--- src/rtl/pipe_hazard_ctrl_if.sv ---
// Hazard-control bundle between the pipeline datapath and pipe_hazard_ctrl.
// The master drives hazard requests and consumes stage controls; the slave
// is the hazard controller itself.
interface pipe_hazard_ctrl_if #(
  parameter int CNT_W = 16
);
  logic             STALL;
  logic             BRANCH_TAKEN;
  logic             MEM_REQ;
  logic             MEM_READY;
  logic             PC_EN;
  logic             IFID_EN;
  logic             IFID_FLUSH;
  logic             IDEX_EN;
  logic             IDEX_FLUSH;
  logic             EXMEM_EN;
  logic             MEMWB_BUBBLE;
  logic             TIMEOUT;
  logic [CNT_W-1:0] STALL_CNT;
  logic [CNT_W-1:0] FLUSH_CNT;

  modport master (
    output STALL, BRANCH_TAKEN, MEM_REQ, MEM_READY,
    input  PC_EN, IFID_EN, IFID_FLUSH, IDEX_EN, IDEX_FLUSH, EXMEM_EN,
           MEMWB_BUBBLE, TIMEOUT, STALL_CNT, FLUSH_CNT
  );

  modport slave (
    input  STALL, BRANCH_TAKEN, MEM_REQ, MEM_READY,
    output PC_EN, IFID_EN, IFID_FLUSH, IDEX_EN, IDEX_FLUSH, EXMEM_EN,
           MEMWB_BUBBLE, TIMEOUT, STALL_CNT, FLUSH_CNT
  );
endinterface

--- src/rtl/pipe_hazard_ctrl.sv ---
// Hazard controller for a 5-stage RV32I pipeline. Arbitrates memory wait >
// control-flow flush > load-use stall, drives per-stage enable/flush/bubble
// controls combinationally, and keeps saturating event counters plus a
// sticky memory-wait timeout flag.
module pipe_hazard_ctrl #(
  parameter int FLUSH_CYCLES = 1,
  parameter int WAIT_MAX     = 64,
  parameter int CNT_W        = 16
) (
  input  logic              CLK,
  input  logic              RESET_N,
  pipe_hazard_ctrl_if.slave bus
);

  localparam int WCNT_W = $clog2(WAIT_MAX) + 1;
  localparam logic [WCNT_W-1:0] WCNT_MAX     = WCNT_W'(WAIT_MAX);
  localparam logic [WCNT_W-1:0] WCNT_ONE     = WCNT_W'(1);
  localparam logic [3:0]        FLUSH_RELOAD = 4'(FLUSH_CYCLES - 1);

  typedef enum logic [1:0] {
    S_RUN   = 2'd0,
    S_FLUSH = 2'd1,
    S_WAIT  = 2'd2
  } state_t;

  state_t            state_reg, state_next;
  state_t            ret_reg, ret_next;
  logic [3:0]        fcnt_reg, fcnt_next;
  logic [WCNT_W-1:0] wcnt_reg, wcnt_next;
  logic              timeout_reg, timeout_next;

  // Counter 0 counts load-use bubbles, counter 1 counts redirects.
  logic [CNT_W-1:0]  cnt_reg [2];
  logic [1:0]        cnt_inc;

  logic   freeze;
  state_t eff_state;
  logic   do_branch;
  logic   do_stall;
  logic   do_flush;

  // Decode which hazard wins this cycle. A released WAIT behaves exactly as
  // the state it interrupted, so the instructions held during the wait are
  // re-evaluated in the same cycle the memory lets go.
  always_comb begin
    freeze    = bus.MEM_REQ & ~bus.MEM_READY;
    eff_state = (state_reg == S_WAIT) ? ret_reg : state_reg;
    do_branch = ~freeze & (eff_state == S_RUN) & bus.BRANCH_TAKEN;
    do_stall  = ~freeze & (eff_state == S_RUN) & ~bus.BRANCH_TAKEN & bus.STALL;
    do_flush  = ~freeze & (eff_state == S_FLUSH);
  end

  // State and supporting registers; reset abandons any wait or flush.
  always_ff @(posedge CLK) begin
    if (!RESET_N) begin
      state_reg   <= S_RUN;
      ret_reg     <= S_RUN;
      fcnt_reg    <= 4'd0;
      wcnt_reg    <= '0;
      timeout_reg <= 1'b0;
    end else begin
      state_reg   <= state_next;
      ret_reg     <= ret_next;
      fcnt_reg    <= fcnt_next;
      wcnt_reg    <= wcnt_next;
      timeout_reg <= timeout_next;
    end
  end

  // Next-state logic for the RUN/FLUSH/WAIT machine and its helpers.
  always_comb begin
    state_next   = state_reg;
    ret_next     = ret_reg;
    fcnt_next    = fcnt_reg;
    wcnt_next    = wcnt_reg;
    timeout_next = timeout_reg;
    cnt_inc      = 2'b00;
    if (freeze) begin
      if (state_reg != S_WAIT) begin
        ret_next   = state_reg;
        wcnt_next  = WCNT_ONE;
        state_next = S_WAIT;
      end else if (wcnt_reg != WCNT_MAX) begin
        wcnt_next = wcnt_reg + WCNT_ONE;
      end
      if (wcnt_next == WCNT_MAX) begin
        timeout_next = 1'b1;
      end
    end else begin
      wcnt_next  = '0;
      state_next = eff_state;
      if (do_branch) begin
        cnt_inc[1] = 1'b1;
        if (FLUSH_CYCLES > 1) begin
          fcnt_next  = FLUSH_RELOAD;
          state_next = S_FLUSH;
        end
      end else if (do_stall) begin
        cnt_inc[0] = 1'b1;
      end else if (do_flush) begin
        if (bus.BRANCH_TAKEN) begin
          cnt_inc[1] = 1'b1;
          fcnt_next  = FLUSH_RELOAD;
          state_next = S_FLUSH;
        end else begin
          fcnt_next  = fcnt_reg - 4'd1;
          state_next = (fcnt_reg <= 4'd1) ? S_RUN : S_FLUSH;
        end
      end
    end
  end

  // Saturating event counters; they stop at all-ones rather than wrap.
  for (genvar gi = 0; gi < 2; gi++) begin : g_cnt
    always_ff @(posedge CLK) begin
      if (!RESET_N) begin
        cnt_reg[gi] <= '0;
      end else if (cnt_inc[gi] && (cnt_reg[gi] != {CNT_W{1'b1}})) begin
        cnt_reg[gi] <= cnt_reg[gi] + 1'b1;
      end
    end
  end

  // Stage controls: reset squashes everything, freeze holds the front of the
  // pipe while draining bubbles into MEM/WB, flush squashes IF/ID and ID/EX,
  // stall holds PC and IF/ID while injecting an ID/EX bubble.
  always_comb begin
    bus.PC_EN        = 1'b1;
    bus.IFID_EN      = 1'b1;
    bus.IFID_FLUSH   = 1'b0;
    bus.IDEX_EN      = 1'b1;
    bus.IDEX_FLUSH   = 1'b0;
    bus.EXMEM_EN     = 1'b1;
    bus.MEMWB_BUBBLE = 1'b0;
    if (!RESET_N) begin
      bus.PC_EN        = 1'b0;
      bus.IFID_EN      = 1'b0;
      bus.IFID_FLUSH   = 1'b1;
      bus.IDEX_EN      = 1'b0;
      bus.IDEX_FLUSH   = 1'b1;
      bus.EXMEM_EN     = 1'b0;
      bus.MEMWB_BUBBLE = 1'b1;
    end else if (freeze) begin
      bus.PC_EN        = 1'b0;
      bus.IFID_EN      = 1'b0;
      bus.IDEX_EN      = 1'b0;
      bus.EXMEM_EN     = 1'b0;
      bus.MEMWB_BUBBLE = 1'b1;
    end else if (do_branch || do_flush) begin
      bus.IFID_FLUSH = 1'b1;
      bus.IDEX_FLUSH = 1'b1;
    end else if (do_stall) begin
      bus.PC_EN      = 1'b0;
      bus.IFID_EN    = 1'b0;
      bus.IDEX_FLUSH = 1'b1;
    end
  end

  // Status outputs.
  always_comb begin
    bus.TIMEOUT   = timeout_reg;
    bus.STALL_CNT = cnt_reg[0];
    bus.FLUSH_CNT = cnt_reg[1];
  end

endmodule

--- src/flat_wrapper.sv ---
// flat-port wrapper written by rule: the top's interface ports become plain ports
module pipe_hazard_ctrl_flat 
#(
  parameter int FLUSH_CYCLES = 1,
  parameter int WAIT_MAX     = 64,
  parameter int CNT_W        = 16
)
  (CLK, RESET_N, bus_STALL, bus_BRANCH_TAKEN, bus_MEM_REQ, bus_MEM_READY, bus_PC_EN, bus_IFID_EN, bus_IFID_FLUSH, bus_IDEX_EN, bus_IDEX_FLUSH, bus_EXMEM_EN, bus_MEMWB_BUBBLE, bus_TIMEOUT, bus_STALL_CNT, bus_FLUSH_CNT);
  pipe_hazard_ctrl_if #(.CNT_W(CNT_W)) bus_i ();
  input  logic CLK;
  input  logic RESET_N;
  input wire logic [$bits(bus_i.STALL)-1:0] bus_STALL;
  input wire logic [$bits(bus_i.BRANCH_TAKEN)-1:0] bus_BRANCH_TAKEN;
  input wire logic [$bits(bus_i.MEM_REQ)-1:0] bus_MEM_REQ;
  input wire logic [$bits(bus_i.MEM_READY)-1:0] bus_MEM_READY;
  output wire logic [$bits(bus_i.PC_EN)-1:0] bus_PC_EN;
  output wire logic [$bits(bus_i.IFID_EN)-1:0] bus_IFID_EN;
  output wire logic [$bits(bus_i.IFID_FLUSH)-1:0] bus_IFID_FLUSH;
  output wire logic [$bits(bus_i.IDEX_EN)-1:0] bus_IDEX_EN;
  output wire logic [$bits(bus_i.IDEX_FLUSH)-1:0] bus_IDEX_FLUSH;
  output wire logic [$bits(bus_i.EXMEM_EN)-1:0] bus_EXMEM_EN;
  output wire logic [$bits(bus_i.MEMWB_BUBBLE)-1:0] bus_MEMWB_BUBBLE;
  output wire logic [$bits(bus_i.TIMEOUT)-1:0] bus_TIMEOUT;
  output wire logic [$bits(bus_i.STALL_CNT)-1:0] bus_STALL_CNT;
  output wire logic [$bits(bus_i.FLUSH_CNT)-1:0] bus_FLUSH_CNT;
  assign bus_i.STALL = bus_STALL;
  assign bus_i.BRANCH_TAKEN = bus_BRANCH_TAKEN;
  assign bus_i.MEM_REQ = bus_MEM_REQ;
  assign bus_i.MEM_READY = bus_MEM_READY;
  assign bus_PC_EN = bus_i.PC_EN;
  assign bus_IFID_EN = bus_i.IFID_EN;
  assign bus_IFID_FLUSH = bus_i.IFID_FLUSH;
  assign bus_IDEX_EN = bus_i.IDEX_EN;
  assign bus_IDEX_FLUSH = bus_i.IDEX_FLUSH;
  assign bus_EXMEM_EN = bus_i.EXMEM_EN;
  assign bus_MEMWB_BUBBLE = bus_i.MEMWB_BUBBLE;
  assign bus_TIMEOUT = bus_i.TIMEOUT;
  assign bus_STALL_CNT = bus_i.STALL_CNT;
  assign bus_FLUSH_CNT = bus_i.FLUSH_CNT;
  pipe_hazard_ctrl #(.FLUSH_CYCLES(FLUSH_CYCLES), .WAIT_MAX(WAIT_MAX), .CNT_W(CNT_W)) u_core (.CLK(CLK), .RESET_N(RESET_N), .bus(bus_i));
endmodule
--- config.mk ---
export PLATFORM = sky130hd
export DESIGN_NAME = pipe_hazard_ctrl_flat
export DESIGN_NICKNAME = d
export VERILOG_FILES = /design/src/rtl/pipe_hazard_ctrl_if.sv /design/src/rtl/pipe_hazard_ctrl.sv /design/src/flat_wrapper.sv
export SDC_FILE = /design/constraint.sdc
export NUM_CORES = 1
export LEC_CHECK = 0
export BUFFER_PORTS_ARGS = -buffer_cell sky130_fd_sc_hd__buf_4
export CAP_MARGIN = 40
export CORE_AREA = 4 4 112 71
export DETAILED_ROUTE_END_ITERATION = 8
export DIE_AREA = 0 0 116 75
export PLACE_DENSITY = 0.65
export SLEW_MARGIN = 30
export SYNTH_ARGS = -nofsm -noshare
export SYNTH_HDL_FRONTEND = slang
export SYNTH_SLANG_ARGS = --single-unit
export TNS_END_PERCENT = 50
--- constraint.sdc ---
create_clock -name CLK -period 3.1 [get_ports CLK]
set_input_delay 0.31 -clock CLK [delete_from_list [all_inputs] [get_ports CLK]]
set_output_delay 0.31 -clock CLK [all_outputs]
set_load 0.01 [all_outputs]
Yosys cells after proc, flatten, opt, wreduce, memory -nomap -nowiden
Memory sizes are Yosys's and may differ from the RTL's.
Index checks and enable logic that the tools add are counted.
{"block": "word_totals", "input_bits": 6, "mem_count": 1, "ff_bits": 16, "ramBits": 32, "elab_cells": 82}
{"block": "op_classes", "bitwise": 13, "reduce_logical": 8, "mux": 42, "n_eq_ne": 8, "n_addsub": 4, "n_lt_le_gt_ge": 1}
{"name": "u_core.cnt_reg", "words": 2, "word_bits": 16, "read_ports": 2, "rd_clocked_by_memory_dff": 0, "wr": 2, "line_no": "pipe_hazard_ctrl.sv:33", "rtl": "logic [CNT_W-1:0] cnt_reg [2];"}
{"operator": "adder 16 x 1 -> 16 bit (second input constant)", "n": 2}
{"operator": "two-way mux 16 bit", "n": 2}
{"operator": "!= test 16 bit (second input constant)", "n": 2}
{"operator": "two-way mux 1 bit", "n": 28}
{"operator": "two-way mux 7 bit", "n": 3}
{"operator": "two-way mux 2 bit", "n": 8}
{"operator": "adder 7 x 1 -> 7 bit (second input constant)", "n": 1}
{"operator": "equality test 7 bit (second input constant)", "n": 1}
{"operator": "!= test 7 bit (second input constant)", "n": 1}
{"operator": "AND 1 bit", "n": 6}
{"operator": "AND reduction 2 bit", "n": 3}
{"operator": "NOT 1 bit", "n": 5}
{"operator": "<= comparator 4 x 1 -> 1 bit (second input constant)", "n": 1}
{"operator": "two-way mux 4 bit", "n": 1}
{"operator": "!= test 2 bit (second input constant)", "n": 2}
{"operator": "AND reduction 4 bit", "n": 1}
{"operator": "subtractor 4 x 1 -> 4 bit (second input constant)", "n": 1}
{"operator": "equality test 2 x 1 -> 1 bit (second input constant)", "n": 1}
{"operator": "equality test 2 bit (second input constant)", "n": 1}
{"operator": "logical AND 1 bit", "n": 2}
{"operator": "zero test 2 bit", "n": 1}
{"operator": "bitwise OR 1 bit", "n": 2}
{"operator": "logical OR 1 bit", "n": 1}

Depth between registers and ports, before layout
Gate-level depths: netlist of the first run.
{"block": "depth", "ltp_word": 14, "ltp_mapped": 7}

Worst setup path after synthesis of the first run
OpenSTA, ideal clock, no wires.
{"block": "synth_path", "path_kind": "flip-flop to flip-flop", "startpoint": "memory u_core.cnt_reg[1][0]", "endpoint": "memory u_core.cnt_reg[1][0] (enable)", "setup_ps": 411, "setup_slack_ps": 393, "stages_incl_launch_ff": 6, "arrival_time_ps": 2295, "synth_period_minus_slack_ps": 2707, "cell_sequence": "edfxtp_1 > ha_1 > nand3_1 > nor4_2 > and3_1 > o21ai_0"}
{"element": "start: declaration", "line_no": "pipe_hazard_ctrl.sv:33"}

==> results of run 1 <==
-- per-layer routing --
metal | routed length, um | vias to the layer above | track usage
met5 | 0 | - | 0
met4 | 37 | 0 | 0.0322
met3 | 424 | 5 | 0.0466
met2 | 2540 | 54 | 0.207
met1 | 2890 | 1008 | 0.202
li1 | - | 1081 | -
-- worst reg2reg max path, delay by kind of cell (launching register included) --
kind | cells | cell delay, ns
simple gates | 3 | 0.91
flops | 1 | 0.43
buf+inv | 1 | 0.27
fa+ha+maj | 1 | 0.23
compound gates | 1 | 0.22
-- cells in the final DEF, fill, tap and decap left out, types with 12 or more instances in the layout --
cell,instances
a21oi_1,13
o21ai_0,15
nor2_1,38
xnor2_1,12
xor2_1,14
nand3_1,12
dfxtp_1,16
nand2_1,19
buf_4,47
inv_1,12
edfxtp_1,32
-- final cells by class --
cell class | instances | area [sq um]
Fill cell | 675 | 3800
Sequential cell | 48 | 1280
Multi-Input combinational cell | 206 | 1270
Timing Repair Buffer | 47 | 353
Clock buffer | 6 | 129
Tap cell | 91 | 114
Inverter | 12 | 45.0
Clock inverter | 2 | 35.0
-- synthesized netlist by cell type (all sizes together) (6+ instances only) --
cell type   n  area [sq um]
nor2       38           143
nand2      19          71.3
nor3        9          45.0
a21oi      13          65.1
or3         8          50.1
ha          6          75.1
nand4      11          68.8
edfxtp     32           961
o21ai      16          80.1
xnor2      12           105
nand3      13          77.6
inv        12          45.0
xor2       14           123
dfxtp      16           320
clkbuf      7          26.3
and3        7          43.8
-- kinds of logic after synthesis --
family	count (synthesis)	synth area share
XOR/XNOR	26	0.0861
buffers and inverters	23	0.0374
AND/OR/NAND/NOR	125	0.248
multiplexers	2	0.00757
AO/OA/AOI/OAI	47	0.109
flip-flops	48	0.484
adder cells (fa/ha/maj)	6	0.0284
-- path summary, 6_finish.rpt --
kind	start	endpoint	slack, ns	cells past startpoint
setup / recovery	u_core.cnt_reg[1][0]	u_core.cnt_reg[1][13]	0.79	6
hold / removal	bus_BRANCH_TAKEN	u_core.fcnt_reg[1]	0.37	3
setup reg to reg	u_core.cnt_reg[1][0]	u_core.cnt_reg[1][13]	0.79	6
hold reg to reg	u_core.fcnt_reg[1]	u_core.fcnt_reg[1]	0.47	2
-- per-stage QoR --
step | cells | setup slack (ns)
3_3_place_gp | 404 | 0.921
6_report | 412 | 0.789
2_1_floorplan | 277 | 0.393
5_1_grt | 412 | 0.563
4_1_cts | 412 | 0.788
3_5_place_dp | 404 | 0.812
-- power groups by stage --
| stage | logic [mW] | registers [mW] | clock network (mW) |
|---|---|---|---|
| after global routing | 0.165 | 0.761 | 0.653 |
| after global placement | 0.150 | 0.768 | 0 |
| after floorplan | 0.0663 | 0.774 | 0 |
| final | 0.149 | 0.756 | 0.607 |
| after detailed placement | 0.152 | 0.770 | 0 |
| after CTS | 0.152 | 0.756 | 0.624 |
==> metrics.cfg, run 1 <==
[power_and_ir_drop]
p_leak_nw=1.22
intPower_mw=1.17
vdd_drop_max_mv=0.272
p_sw_frac=0.229
seqPwrFrac=0.500
p_sw_mw=0.347
p_comb_frac=0.099
power.density_nw_per_um2=469
clockPowerShare=0.402
p_total_mw=1.51

[drt]
drcViolationCount=0
drt_iter0_markers=105
vias=2148
postRouteAntennaNets=0
viasPerCell=5.21
wl_mm=5.90
wl_per_cell_um=14.3
drtPass1Iterations=4

[hold_path]
hold_path_class=in2reg

[worst_setup_path]
crit_type=reg2reg
crit_chain=ha_1 > nand3_1 > nor4_2 > and3_1 > o21ai_1 > buf_4
critPathCaptureType=flip-flop
crit_path_max_incr_delay_ns=0.53
critical-path-top-delay-family=simple AND/OR/NAND/NOR gates
cp_data_arrival_time_ns=2.35
critPathRequiredTime_ns=3.14
start_kind=flip-flop
crit_fanout=10
cp.buffers_inverters=1
slowest_stage=nor4_2

[placement]
place_area_sq_um=3060
gp_routability_congestion=0.777
numPortBuffers=45
place_hpwl_mm=4.46

[clock_network]
root_buffer=clkbuf_16
clk_path_buf_depth=2
cts_buffers=5
clk_pin_slew_ns=0.06
cts_max_level=2
clock-sinks=48
cts_setup_buffers=0
hold_buffers=0
cts_resized=0
clk-insertion-delay-late_ns=0.28
cts_tree=done

[floorplan]
die_h_um=75
io_pins=46
coreArea_sq_um=7030
die_w_um=116
die-area_sq_um=8700
std_cell_rows=24
start_util=0.377

[finish]
final_cell_area_sq_um=3220
largest_reg_flops=32
antenna_cells=0
area_growth_syn_to_layout_pct=21.8
drive_gt1_frac=0.193
nets=332
fin_util=0.459

[timing]
final.min_clock_period_ns=2.31
period_share=0.745
hold_ws_ns=0.372
skew_ns=0.00452
slew_viol_final=0
rsz0062_at_grt=no
fin_setup_tns_ns=0
tightest_slew_ns=0.693
setup_viol=0
hold_viol=0
max_slew_margin=0.537
fmax_ghz=0.433

[yosys]
avgSynthCellArea_sq_um=9.55
mappedNetlistArea_sq_um=2650
yosys_warnings=0
synth_edf_count=32
syn-num-nets=289
yosysSeqAreaShare=0.484
postSynthCellCount=277
yosysUniqueCellTypes=40
ys.flop_type=edfxtp_1
ys_ff_latch=48
synthArstFlopShare=0

[global_route]
grt_max_degree=18
grt_pass1_wl_mm=9.60
overflow=0
antenna_found_initial=0
track_usage=0.141
grt_pass1_vias=1973

[flow_run]
cap_violations=0

[outcome]
status=finished clean

(Power assumes the default switching activity.)
==> run 2: changes to the inputs <==
--- a/config.mk
+++ b/config.mk
@@ -5,12 +5,13 @@
 export SDC_FILE = /design/constraint.sdc
 export NUM_CORES = 1
 export LEC_CHECK = 0
+export ABC_AREA = 1
 export BUFFER_PORTS_ARGS = -buffer_cell sky130_fd_sc_hd__buf_4
 export CAP_MARGIN = 40
-export CORE_AREA = 4 4 112 71
+export CORE_AREA = 4 4 112 72
 export DETAILED_ROUTE_END_ITERATION = 8
-export DIE_AREA = 0 0 116 75
-export PLACE_DENSITY = 0.65
+export DIE_AREA = 0 0 116 76
+export PLACE_DENSITY = 0.67
 export SLEW_MARGIN = 30
 export SYNTH_ARGS = -nofsm -noshare
 export SYNTH_HDL_FRONTEND = slang
==> constraint.sdc (replaced) <==
create_clock -name CLK -period 2.1 [get_ports CLK]
set_input_delay 0.21 -clock CLK [delete_from_list [all_inputs] [get_ports CLK]]
set_output_delay 0.21 -clock CLK [all_outputs]
set_load 0.01 [all_outputs]
==> metrics.cfg, run 2 <==
[outcome]
status=finished clean  ; unchanged

[clock_network]
clock-sinks=48  ; unchanged
hold_buffers=0  ; unchanged
cts_max_level=2  ; unchanged
clk-insertion-delay-late_ns=0.28  ; about the same
cts_tree=done  ; unchanged
cts_setup_buffers=0  ; unchanged
cts_buffers=5  ; unchanged
clk_path_buf_depth=2  ; unchanged
clk_pin_slew_ns=0.06  ; about the same
cts_resized=0  ; unchanged
root_buffer=clkbuf_16  ; unchanged

[floorplan]
io_pins=46  ; unchanged
start_util=0.379  ; was 0.377
die_w_um=116  ; unchanged
die-area_sq_um=8820  ; was 8700 sq um
std_cell_rows=24  ; unchanged
coreArea_sq_um=7030  ; unchanged
die_h_um=76  ; was 75 um

[timing]
setup_viol=0  ; unchanged
rsz0062_at_grt=no  ; unchanged
hold_ws_ns=0.255  ; was 0.372 ns
tightest_slew_ns=0.463  ; was 0.693 ns
slew_viol_final=0  ; unchanged
hold_viol=0  ; unchanged
period_share=0.897  ; was 0.745
fin_setup_tns_ns=0  ; unchanged
skew_ns=0.00318  ; was 0.00452 ns
fmax_ghz=0.531  ; was 0.433 GHz
max_slew_margin=0.690  ; was 0.537
final.min_clock_period_ns=1.88  ; was 2.31 ns

[worst_setup_path]
cpMostUsedCell=nand2_1
rrSetupSlack_ns=0.22  ; was 0.79 ns
r2r_end=u_core.cnt_reg[0][0]  ; was u_core.cnt_reg[1][13]
slowest_stage=edfxtp_1  ; was nor4_2
crit_chain=ha_1 > nand2_1 > nor2_2 > nand3_2 > or3_4 > nand2_1 > nand2_1 > buf_4  ; was ha_1 > nand3_1 > nor4_2 > and3_1 > o21ai_1 > buf_4
critPathRequiredTime_ns=2.14  ; was 3.14 ns
crit_type=reg2reg  ; unchanged
crit_fanout=8  ; was 10
crit_path_max_incr_delay_ns=0.43  ; was 0.53 ns
cp.buffers_inverters=1  ; unchanged
critical-path-top-delay-family=simple AND/OR/NAND/NOR gates  ; unchanged
cp_data_arrival_time_ns=1.92  ; was 2.35 ns
critPathCaptureType=flip-flop  ; unchanged
start_kind=flip-flop  ; unchanged
regToRegStartpoint=u_core.cnt_reg[0][0]  ; was u_core.cnt_reg[1][0]
r2r_cells=8  ; was 6

[yosys]
ys_ff_latch=48  ; unchanged
yosysSeqAreaShare=0.481  ; was 0.484
postSynthCellCount=303  ; was 277
yosysTopAreaCell=edfxtp_1  ; unchanged
yosysUniqueCellTypes=31  ; was 40
synthArstFlopShare=0  ; unchanged
ys.flop_type=edfxtp_1  ; unchanged
syn-num-nets=315  ; was 289
synthMostInstantiatedCell=nand2_1  ; was nor2_1
avgSynthCellArea_sq_um=8.79  ; was 9.55 sq um
synth_area_leaders=edfxtp_1 (36%), dfxtp_1 (12%), nand2_1 (6.5%)  ; was edfxtp_1 (36%), dfxtp_1 (12%), nor2_1 (5.4%)
synth_commonest_cells=nand2_1 (46), nor2_1 (43), inv_1 (36)  ; was nor2_1 (38), edfxtp_1 (32), nand2_1 (19)
mappedNetlistArea_sq_um=2660  ; was 2650 sq um
netlist.area_leader.share=0.361  ; was 0.363
synth_edf_count=32  ; unchanged
yosys_warnings=0  ; unchanged

[global_route]
grt_max_degree=17  ; was 18
track_usage=0.129  ; was 0.141
grt_pass1_wl_mm=9.29  ; was 9.60 mm
overflow=0  ; unchanged
grt_pass1_vias=1949  ; was 1973
antenna_found_initial=0  ; unchanged

[drt]
drtPass1Iterations=4  ; unchanged
vias=2118  ; was 2148
wl_per_cell_um=12.3  ; was 14.3 um
drt_iter0_markers=115  ; was 105
wl_mm=5.50  ; was 5.90 mm
drcViolationCount=0  ; unchanged
postRouteAntennaNets=0  ; unchanged
viasPerCell=4.75  ; was 5.21

[power_and_ir_drop]
power.density_nw_per_um2=665  ; was 469 nW/um^2
vdd_drop_max_mv=0.328  ; was 0.272 mV
p_leak_nw=1.27  ; was 1.22 nW

[flow_run]
cap_violations=0  ; unchanged

[finish]
instances_no_fill=446  ; was 412
final_cell_mix=buf_4 (48), nand2_1 (46), nor2_1 (43)  ; was buf_4 (47), nor2_1 (38), edfxtp_1 (32)
area_growth_syn_to_layout_pct=21.6  ; was 21.8%
mostFrequentLayoutCell=buf_4  ; unchanged
final_cell_area_sq_um=3240  ; was 3220 sq um
nets=366  ; was 332
antenna_cells=0  ; unchanged
largest_reg_flops=32  ; unchanged
drive_gt1_frac=0.234  ; was 0.193

[placement]
gp_routability_congestion=0.797  ; was 0.777
place_hpwl_mm=4.19  ; was 4.46 mm
numPortBuffers=45  ; unchanged
dpl.cell_count=438  ; was 404
place_area_sq_um=3090  ; was 3060 sq um

[hold_path]
holdPathEnd=u_core.state_reg[0]  ; was u_core.fcnt_reg[1]
min_path_cells=3  ; unchanged
hp-start=bus_BRANCH_TAKEN  ; unchanged
hold_path_class=in2reg  ; unchanged

[run 2: cell types whose count changed in the layout (fill, tap and decap cells not counted), sizes merged, moves of 8 or more]
cell,before,now
nor2,38,62
o21ai,16,6
nand3,13,26
xnor2,12,4
nand2,19,48
inv,12,36
[run 2: worst max path at each step]
stage	startpoint	end	cells past startpoint
2_1_floorplan	u_core.cnt_reg[0][0]	u_core.cnt_reg[0][0]	7
3_3_place_gp	u_core.cnt_reg[0][0]	u_core.cnt_reg[0][0]	8
3_5_place_dp	u_core.cnt_reg[0][0]	u_core.cnt_reg[0][2]	7
4_1_cts	u_core.cnt_reg[0][0]	u_core.cnt_reg[0][2]	7
5_1_grt	u_core.cnt_reg[0][0]	u_core.cnt_reg[0][4]	7
6_report	u_core.cnt_reg[0][0]	u_core.cnt_reg[0][0]	8
[run 2: logic make-up (layout without fill, tap and decap cells)]
group	count (synthesis)	after routing	synth area share
simple gates	164	164	0.304
flops	48	48	0.481
buf+inv	40	92	0.0681
xor+xnor	20	20	0.0658
fa+ha+maj	6	6	0.0282
compound gates	25	25	0.0531
[run 2: report_power, final]
part / switching (mW) / internal [mW] / total [mW]
clock network: 0.319 / 0.480 / 0.799
registers: 0.0566 / 1.06 / 1.12
logic: 0.130 / 0.108 / 0.238
[run 2: tightest hold or removal path, cell delays in order]
cell	delay, ns
buf_4	0.09
nor3_1	0.04
nor4_1	0.14
[run 2: routing by layer]
metal,vias up,track usage,share of wire
met2,41,0.179,0.40
met3,5,0.0365,0.054
met4,0,0.0290,0.0073
met5,-,0,0
li1,1105,-,-
met1,967,0.196,0.53
[run 2: stage by stage]
stage / setup slack (ns) / utilization / total power, mW
6_report: 0.217 / 0.461 / 2.15
5_1_grt: 0.107 / 0.461 / 2.25
4_1_cts: 0.214 / 0.461 / 2.18
3_5_place_dp: 0.220 / 0.440 / 1.38
3_3_place_gp: 0.293 / 0.440 / 1.37
2_1_floorplan: 0.109 / - / 1.25
[run 2: layout make-up]
class	instances	area [sq um]
clock buffer	8	148
fill	699	3790
inverter	36	135
multi-input combinational	215	1200
sequential	48	1280
tap	91	114
timing repair buffer	48	360
